===== src/rtl/i2c_bit_ctrl.sv =====
// I2C bit-level line sequencer: START/STOP/WRITE/READ in four quarter-ticks.
// Drives open-drain enables, honours clock stretching, flags arbitration loss.
module i2c_bit_ctrl #(
   parameter int SYNC_STAGES = 2,
   parameter int STRETCH_LIM = 255
) (
   input  logic       clk,
   input  logic       reset,
   input  logic       tick,
   input  logic       cmd_valid,
   output logic       cmd_ready,
   input  logic [1:0] cmd,
   input  logic       cmd_bit,
   output logic       done,
   output logic       rd_bit,
   output logic       err,
   output logic       scl_oe,
   output logic       sda_oe,
   input  logic       scl_i,
   input  logic       sda_i
);

   localparam int SW = $clog2(STRETCH_LIM + 1);
   localparam logic [SW-1:0] LAST = SW'(STRETCH_LIM - 1);

   localparam logic [1:0] C_START = 2'b00;
   localparam logic [1:0] C_STOP  = 2'b01;
   localparam logic [1:0] C_WRITE = 2'b10;
   localparam logic [1:0] C_READ  = 2'b11;

   typedef enum logic [2:0] {
      S_IDLE,
      S_P0,
      S_P1,
      S_P2,
      S_P3
   } state_e;

   state_e            state_q, state_d;
   logic [1:0]        cmd_q, cmd_d;
   logic              bit_q, bit_d;
   logic [SW-1:0]     stretch_q, stretch_d;
   logic              arb_q, arb_d;
   logic              hold_q, hold_d;
   logic              rd_bit_q, rd_bit_d;
   logic              scl_oe_q, scl_oe_d;
   logic              sda_oe_q, sda_oe_d;
   logic              done_q, done_d;
   logic              err_q, err_d;
   logic              tick_q;
   logic [SYNC_STAGES-1:0] scl_sync_q;
   logic [SYNC_STAGES-1:0] sda_sync_q;

   logic qtick;
   logic scl_s;
   logic sda_s;

   assign qtick = tick & ~tick_q;
   assign scl_s = scl_sync_q[SYNC_STAGES-1];
   assign sda_s = sda_sync_q[SYNC_STAGES-1];

   assign cmd_ready = (state_q == S_IDLE);
   assign done      = done_q;
   assign err       = err_q;
   assign rd_bit    = rd_bit_q;
   assign scl_oe    = scl_oe_q;
   assign sda_oe    = sda_oe_q;

   // Pad synchronisers (idle bus reads high) and tick edge register
   always_ff @(posedge clk or posedge reset) begin
      if (reset) begin
         scl_sync_q <= '1;
         sda_sync_q <= '1;
         tick_q     <= 1'b0;
      end else begin
         scl_sync_q <= {scl_sync_q[SYNC_STAGES-2:0], scl_i};
         sda_sync_q <= {sda_sync_q[SYNC_STAGES-2:0], sda_i};
         tick_q     <= tick;
      end
   end

   // Sequencer state and registered line outputs
   always_ff @(posedge clk or posedge reset) begin
      if (reset) begin
         state_q   <= S_IDLE;
         cmd_q     <= C_START;
         bit_q     <= 1'b0;
         stretch_q <= '0;
         arb_q     <= 1'b0;
         hold_q    <= 1'b0;
         rd_bit_q  <= 1'b0;
         scl_oe_q  <= 1'b0;
         sda_oe_q  <= 1'b0;
         done_q    <= 1'b0;
         err_q     <= 1'b0;
      end else begin
         state_q   <= state_d;
         cmd_q     <= cmd_d;
         bit_q     <= bit_d;
         stretch_q <= stretch_d;
         arb_q     <= arb_d;
         hold_q    <= hold_d;
         rd_bit_q  <= rd_bit_d;
         scl_oe_q  <= scl_oe_d;
         sda_oe_q  <= sda_oe_d;
         done_q    <= done_d;
         err_q     <= err_d;
      end
   end

   // Phase sequencing, line waveforms, stretch and arbitration handling
   always_comb begin
      state_d   = state_q;
      cmd_d     = cmd_q;
      bit_d     = bit_q;
      stretch_d = stretch_q;
      arb_d     = arb_q;
      hold_d    = hold_q;
      rd_bit_d  = rd_bit_q;
      scl_oe_d  = scl_oe_q;
      sda_oe_d  = sda_oe_q;
      done_d    = 1'b0;
      err_d     = 1'b0;
      unique case (state_q)
         S_IDLE: begin
            if (cmd_valid) begin
               cmd_d     = cmd;
               bit_d     = cmd_bit;
               arb_d     = 1'b0;
               stretch_d = '0;
               state_d   = S_P0;
               case (cmd)
                  C_START: begin
                     scl_oe_d = 1'b0;
                     sda_oe_d = 1'b0;
                  end
                  C_STOP: begin
                     scl_oe_d = 1'b1;
                     sda_oe_d = 1'b1;
                  end
                  C_WRITE: begin
                     scl_oe_d = 1'b1;
                     sda_oe_d = ~cmd_bit;
                  end
                  default: begin
                     scl_oe_d = 1'b1;
                     sda_oe_d = 1'b0;
                  end
               endcase
            end
         end
         S_P0: begin
            if (qtick) begin
               state_d = S_P1;
               if (cmd_q == C_START) begin
                  sda_oe_d = 1'b1;
               end else begin
                  scl_oe_d = 1'b0;
               end
            end
         end
         S_P1: begin
            if (qtick) begin
               if (scl_s) begin
                  state_d   = S_P2;
                  stretch_d = '0;
                  hold_d    = sda_s;
                  // Only a released SDA can be pulled low by another master
                  if (!sda_s && !sda_oe_q &&
                      ((cmd_q == C_START) ||
                       ((cmd_q == C_WRITE) && bit_q))) begin
                     arb_d = 1'b1;
                  end
                  if (cmd_q == C_START) begin
                     scl_oe_d = 1'b1;
                  end else if (cmd_q == C_STOP) begin
                     sda_oe_d = 1'b0;
                  end
               end else if (stretch_q == LAST) begin
                  state_d   = S_IDLE;
                  stretch_d = '0;
                  scl_oe_d  = 1'b0;
                  sda_oe_d  = 1'b0;
                  done_d    = 1'b1;
                  err_d     = 1'b1;
               end else begin
                  stretch_d = stretch_q + 1'b1;
               end
            end
         end
         S_P2: begin
            if (qtick) begin
               state_d = S_P3;
               if ((cmd_q == C_WRITE) || (cmd_q == C_READ)) begin
                  scl_oe_d = 1'b1;
               end
            end
         end
         S_P3: begin
            if (qtick) begin
               state_d = S_IDLE;
               done_d  = 1'b1;
               err_d   = arb_q;
               if (cmd_q == C_READ) begin
                  rd_bit_d = hold_q;
               end
            end
         end
         default: begin
            state_d = S_IDLE;
         end
      endcase
   end

endmodule


===== config.mk =====
export PLATFORM = sky130hd
export DESIGN_NAME = i2c_bit_ctrl
export DESIGN_NICKNAME = d
export VERILOG_FILES = /design/src/rtl/i2c_bit_ctrl.sv
export SDC_FILE = /design/constraint.sdc
export NUM_CORES = 1
export LEC_CHECK = 0
export CORE_ASPECT_RATIO = 1.5
export CORE_MARGIN = 2
export CORE_UTILIZATION = 35
export DETAILED_ROUTE_END_ITERATION = 6
export SYNTH_ARGS = -nofsm -noshare
export SYNTH_HDL_FRONTEND = slang
export SYNTH_SLANG_ARGS = --single-unit

===== constraint.sdc =====
create_clock -name clk -period 3.9 [get_ports clk]
set_input_delay 1.17 -clock clk [delete_from_list [all_inputs] [get_ports clk]]
set_output_delay 1.17 -clock clk [all_outputs]
set_load 0.005 [all_outputs]

== After elaboration in Yosys (flattened, before gate mapping) ==
Cells that the tools add are included.

* Logic and storage cells: 107
* Output and inout port bits: 6
* Input port bits: 9
* Register bits after elaboration: 26

* Bitwise gates (word level): 3
* Reduce and logical (&&, ||, !) cells: 21
* Mux-type cells: 44
* Add/sub/neg operators: 1
* Equality and inequality tests: 24

{| class="wikitable"
|+ Operators by type and width
! operator !! number
|-
| two-way mux 8 bit || 4
|-
| two-way mux 1 bit || 25
|-
| two-way mux 3 bit || 7
|-
| != test 2 bit (second input constant) || 10
|-
| case mux 8 bit (2 select lines) || 1
|-
| case mux 3 bit (5 select lines) || 1
|-
| != test 3 bit (second input constant) || 4
|-
| AND reduction 3 bit || 3
|-
| AND reduction 9 bit || 1
|-
| adder 8 x 1 -> 8 bit (second input constant) || 1
|-
| equality test 8 bit (second input constant) || 1
|-
| case mux 1 bit (2 select lines) || 4
|-
| AND reduction 8 bit || 1
|-
| equality test 2 bit (second input constant) || 3
|-
| equality test 3 x 2 -> 1 bit (second input constant) || 2
|-
| AND reduction 6 bit || 1
|-
| AND reduction 5 bit || 1
|-
| equality test 2 x 1 -> 1 bit (second input constant) || 2
|-
| logical NOT 2 bit || 2
|-
| case mux 1 bit (4 select lines) || 1
|-
| nonzero test 4 bit || 1
|-
| equality test 3 x 1 -> 1 bit (second input constant) || 1
|-
| equality test 3 bit (second input constant) || 1
|-
| logical AND 1 bit || 3
|-
| other kinds (9) || 12
|}

== Depth between registers and ports, before layout ==
* Word-level depth: 8
* Depth in mapped cells: 7
* Depth with buffers taken out: 7

== Least setup slack after synthesis ==
No wires, ideal clock.

* Path kind: input to register
* Start point: input port tick
* End point: register scl_oe_q (netlist: scl_oe)
* Setup slack: 1577 ps
* Data required time: 3775 ps
* Arrival time: 2198 ps
* Path buffers: 0
* Setup time: 125 ps
* Cell stages on the path: 5
* Cells stage by stage: nor2b_1 > mux2_2 > o211a_1 > o211ai_1 > mux2_2

* Word-level cells in the longest chain between the ends: 3
* Elaborated cells on any way between the ends: 5
* Classes of those cells: 3 x eq/ne; 1 x bitwise; 1 x reduce/logical

{| class="wikitable"
|+ RTL lines
! element !! RTL line !! source
|-
| from (decl) || 9 || <nowiki>input logic tick,</nowiki>
|-
| bitwise AND 1 bit (*) || 58 || <nowiki>assign qtick = tick & ~tick_q;</nowiki>
|-
| != test 2 bit (no line) || n/a ||
|-
| AND reduction 9 bit (no line) (*) || n/a ||
|-
| to (signal assigned) || 104 || <nowiki>scl_oe_q <= scl_oe_d;</nowiki>
|-
| to (decl) || 46 || <nowiki>logic scl_oe_q, scl_oe_d;</nowiki>
|}

Mark *: on every way between the ends. The rest lies on a longest branch, timed or not.
A chain may end at the register's enable or synchronous reset.

== Worst setup path after layout ==
* Start point: register state_q[2]
* End point: output port cmd_ready

* Word-level cells in the longest chain between the ends: 1

{| class="wikitable"
|+ RTL lines
! element !! RTL line !! source
|-
| from (decl) || 39 || <nowiki>state_e state_q, state_d;</nowiki>
|-
| from (signal assigned) || 97 || <nowiki>state_q <= state_d;</nowiki>
|-
| logical NOT 3 bit || 62 || <nowiki>assign cmd_ready = (state_q == S_IDLE);</nowiki>
|-
| to (decl) || 11 || <nowiki>output logic cmd_ready,</nowiki>
|}

No other way between the ends.

==> flow_metrics.py <==
metrics = {
    "global_route": {
        "grt_pass1_wl_um": 4760,
        "grt_max_degree": 27,
        "antenna_found_initial": 0,
        "grt_util_met1_pct": 19.4,
        "grt_use_met3_pct": 1.67,
        "overflow": 0,
        "track_usage_pct": 14.6,
        "grt_pass1_vias": 1065,
        "grtUsageMet2_pct": 23.6,
        "busiest_layer": "met2",
    },
    "logic_synthesis": {
        "ys_seq_area_share_pct": 48.4,
        "synth_top_area_cell": "dfrtp_1",
        "syn-cell-area_um2": 1360,
        "yosysWarnings": 0,
        "synth_edf_count": 0,
        "synth_cell_types": 36,
        "syn_nets": 154,
        "netlist.area_leader.share_pct": 40.6,
        "syn_inst": 140,
        "avgSynthCellArea_um2": 9.68,
        "ys.flop_type": "dfrtp_1",
        "synth_area_leaders": "dfrtp_1, dfstp_2, o21ai_0",
        "async_reset_ff_share_pct": 100,
        "synth-seq-cells": 26,
    },
    "setup_path": {
        "arrival_ns": 1.68,
        "crit_required_ns": 2.73,
        "critPathMaxFanout": 15,
        "cp_slowest_cell": "dfrtp_1",
        "slowest_delay_ns": 0.58,
        "end_kind": "output pin",
        "crit_type": "flop to output pin",
        "worstPathCellList": "nor3_1 -> clkdlybuf4s50_1",
        "r2r_slack_ns": 1.87,
        "critPathTopFamily": "flip-flops",
        "crit_path_start_kind": "flop",
        "cp_num_buf_inv": 1,
    },
    "min_path": {
        "min_path_type": "flop to flop",
    },
    "run": {
        "drv_cap": 0,
    },
    "sta": {
        "final_max_slew_viol_count": 0,
        "fin_skew_ns": 0.00510,
        "final-hold-violation-count": 0,
        "slew_headroom_pct": 33.4,
        "finalCritPeriodShare_pct": 73.0,
        "clock.fmax_mhz": 351,
        "holdWs_ns": 0.360,
        "worst_pin_slew_ns": 0.998,
        "setup_viol": 0,
        "min_period_ns": 2.85,
        "setup_tns_ns": 0,
        "rsz0062_at_grt": "no",
        "setup_ws_ns": 1.05,
    },
    "route": {
        "wl_um": 2780,
        "antenna_left": 0,
        "vias": 1056,
        "drc": 0,
        "wl_per_cell_um": 14.2,
        "drtIter0Drc": 31,
        "via_per_inst": 5.39,
        "dr.pass1.iters": 4,
    },
    "clock_network": {
        "cts_sinks": 26,
        "cts_buffers": 3,
        "ctsLongestPathBuffers": 2,
        "ctsHoldBuffers": 0,
        "root_buffer": "clkbuf_8",
        "clkTransAtPathRegs_ns": 0.08,
        "htree_levels": 1,
        "postCtsResizedCells": 0,
        "clk_latency_ns": 0.26,
        "cts_setup_buffers": 0,
        "cts_tree": "built",
    },
    "die": {
        "row_count": 27,
        "die_area_um2": 4400,
        "core_um2": 3680,
        "initial_core_util_pct": 36.8,
        "die_x_um": 54.8,
        "ios": 15,
        "die_h_um": 80.2,
    },
    "placed_design": {
        "gp_congestion": 0.789,
        "dp_slack_ns": 0.971,
        "dp_hpwl_um": 2060,
        "io_buffer_count": 14,
    },
    "final_layout": {
        "fillers": 377,
        "multiInputGateArea_um2": 659,
        "drive_gt1_share_pct": 11.1,
        "diodes": 0,
        "area_growth_pct": 15.8,
        "fin_util_pct": 42.6,
        "seq_area_um2": 656,
        "fin_nets": 169,
    },
    "power": {
        "peakVddDrop_uv": 281,
        "p_leak_uw": 0.000670,
        "p_per_area_nw_per_um2": 563,
    },
    "outcome": {
        "status": "completed",
    },
}
## layout by cell type (no fill, tap or decap), types with 2 or more instances in the layout
master,count
o21ai_0,15
a21oi_1,9
clkdlybuf4s50_1,14
nand2b_1,3
dfstp_2,4
dfrtp_1,22
inv_1,5
nand3_1,7
o31ai_1,3
and2b_1,2
and3_1,3
nor2_1,11
nor3_1,3
mux2_2,6
nand2_1,13
a31oi_1,2
nor2b_1,5
ha_1,5
nand4_1,2
o21ai_1,2
clkbuf_8,3
## final cells by class
class / instances / area share (%)
Clock buffer: 3 / 2.63
Inverter: 5 / 1.20
Multi-Input combinational cell: 105 / 42.0
Sequential cell: 26 / 41.8
Tap cell: 43 / 3.43
Timing Repair Buffer: 14 / 8.93
## cells by family (layout without fill, tap and decap cells)
family                   count (synthesis)  in the layout  synth area share (%)
flip-flops                              26             26                  48.4
XOR/XNOR                                 1              1                 0.646
AO/OA/AOI/OAI                           38             38                  16.5
adder cells (fa/ha/maj)                  5              5                  4.62
buffers and inverters                    9             22                  2.95
multiplexers                             6              6                  4.99
AND/OR/NAND/NOR                         55             55                  21.9
## flip-flops by register name, indices dropped and copies added, names as in the netlist, 2 cells and up
signal / flops
sda_sync_q: 2
state_q: 3
cmd_q: 2
stretch_q: 8
scl_sync_q: 2
## per-stage QoR
stage	instance area (um2)	cells	total power [uW]
floorplan	1360	140	648
global placement	1530	193	739
detailed placement	1530	193	747
CTS	1570	196	896
global route	1570	196	959
finish	1570	196	884
## power breakdown
part	leakage (uW)	switching [uW]	internal [uW]
logic	0.000319	150	170
registers	0.000329	88.3	331
clock network	0.0000216	75.2	68.9
total	0.000670	314	570
## metal layers
layer  vias up  wire [um]
met5         -          0
met4         0         43
met3         4         55
met2        14       1480
met1       515       1200
li1        523          -
## path summary, 6_finish.rpt
| kind | from | endpoint | depth (start not counted) |
|---|---|---|---|
| worst max-delay path | state_q[2] | cmd_ready | 2 |
| worst min-delay path | sda_sync_q[0] | sda_sync_q[1] | 0 |
| worst max register to register | state_q[2] | sda_oe | 5 |
| worst min register to register | sda_sync_q[0] | sda_sync_q[1] | 0 |
| max in group asynchronous | reset | stretch_q[3] | 2 |
| min in group asynchronous | reset | cmd_q[0] | 2 |
## cell usage after synthesis, types with 2 or more instances
cell,n
nor3_1,3
and2b_1,2
dfrtp_1,22
ha_1,5
a21oi_1,9
inv_1,5
a31oi_1,2
o31ai_1,3
nand2_1,13
dfstp_2,4
o21ai_0,15
nand2b_1,3
nor2b_1,5
buf_2,2
nor2_1,11
mux2_2,6
and3_1,3
o21ai_1,2
nand4_1,2
nand3_1,7
Power figures use the tool's default switching activity.
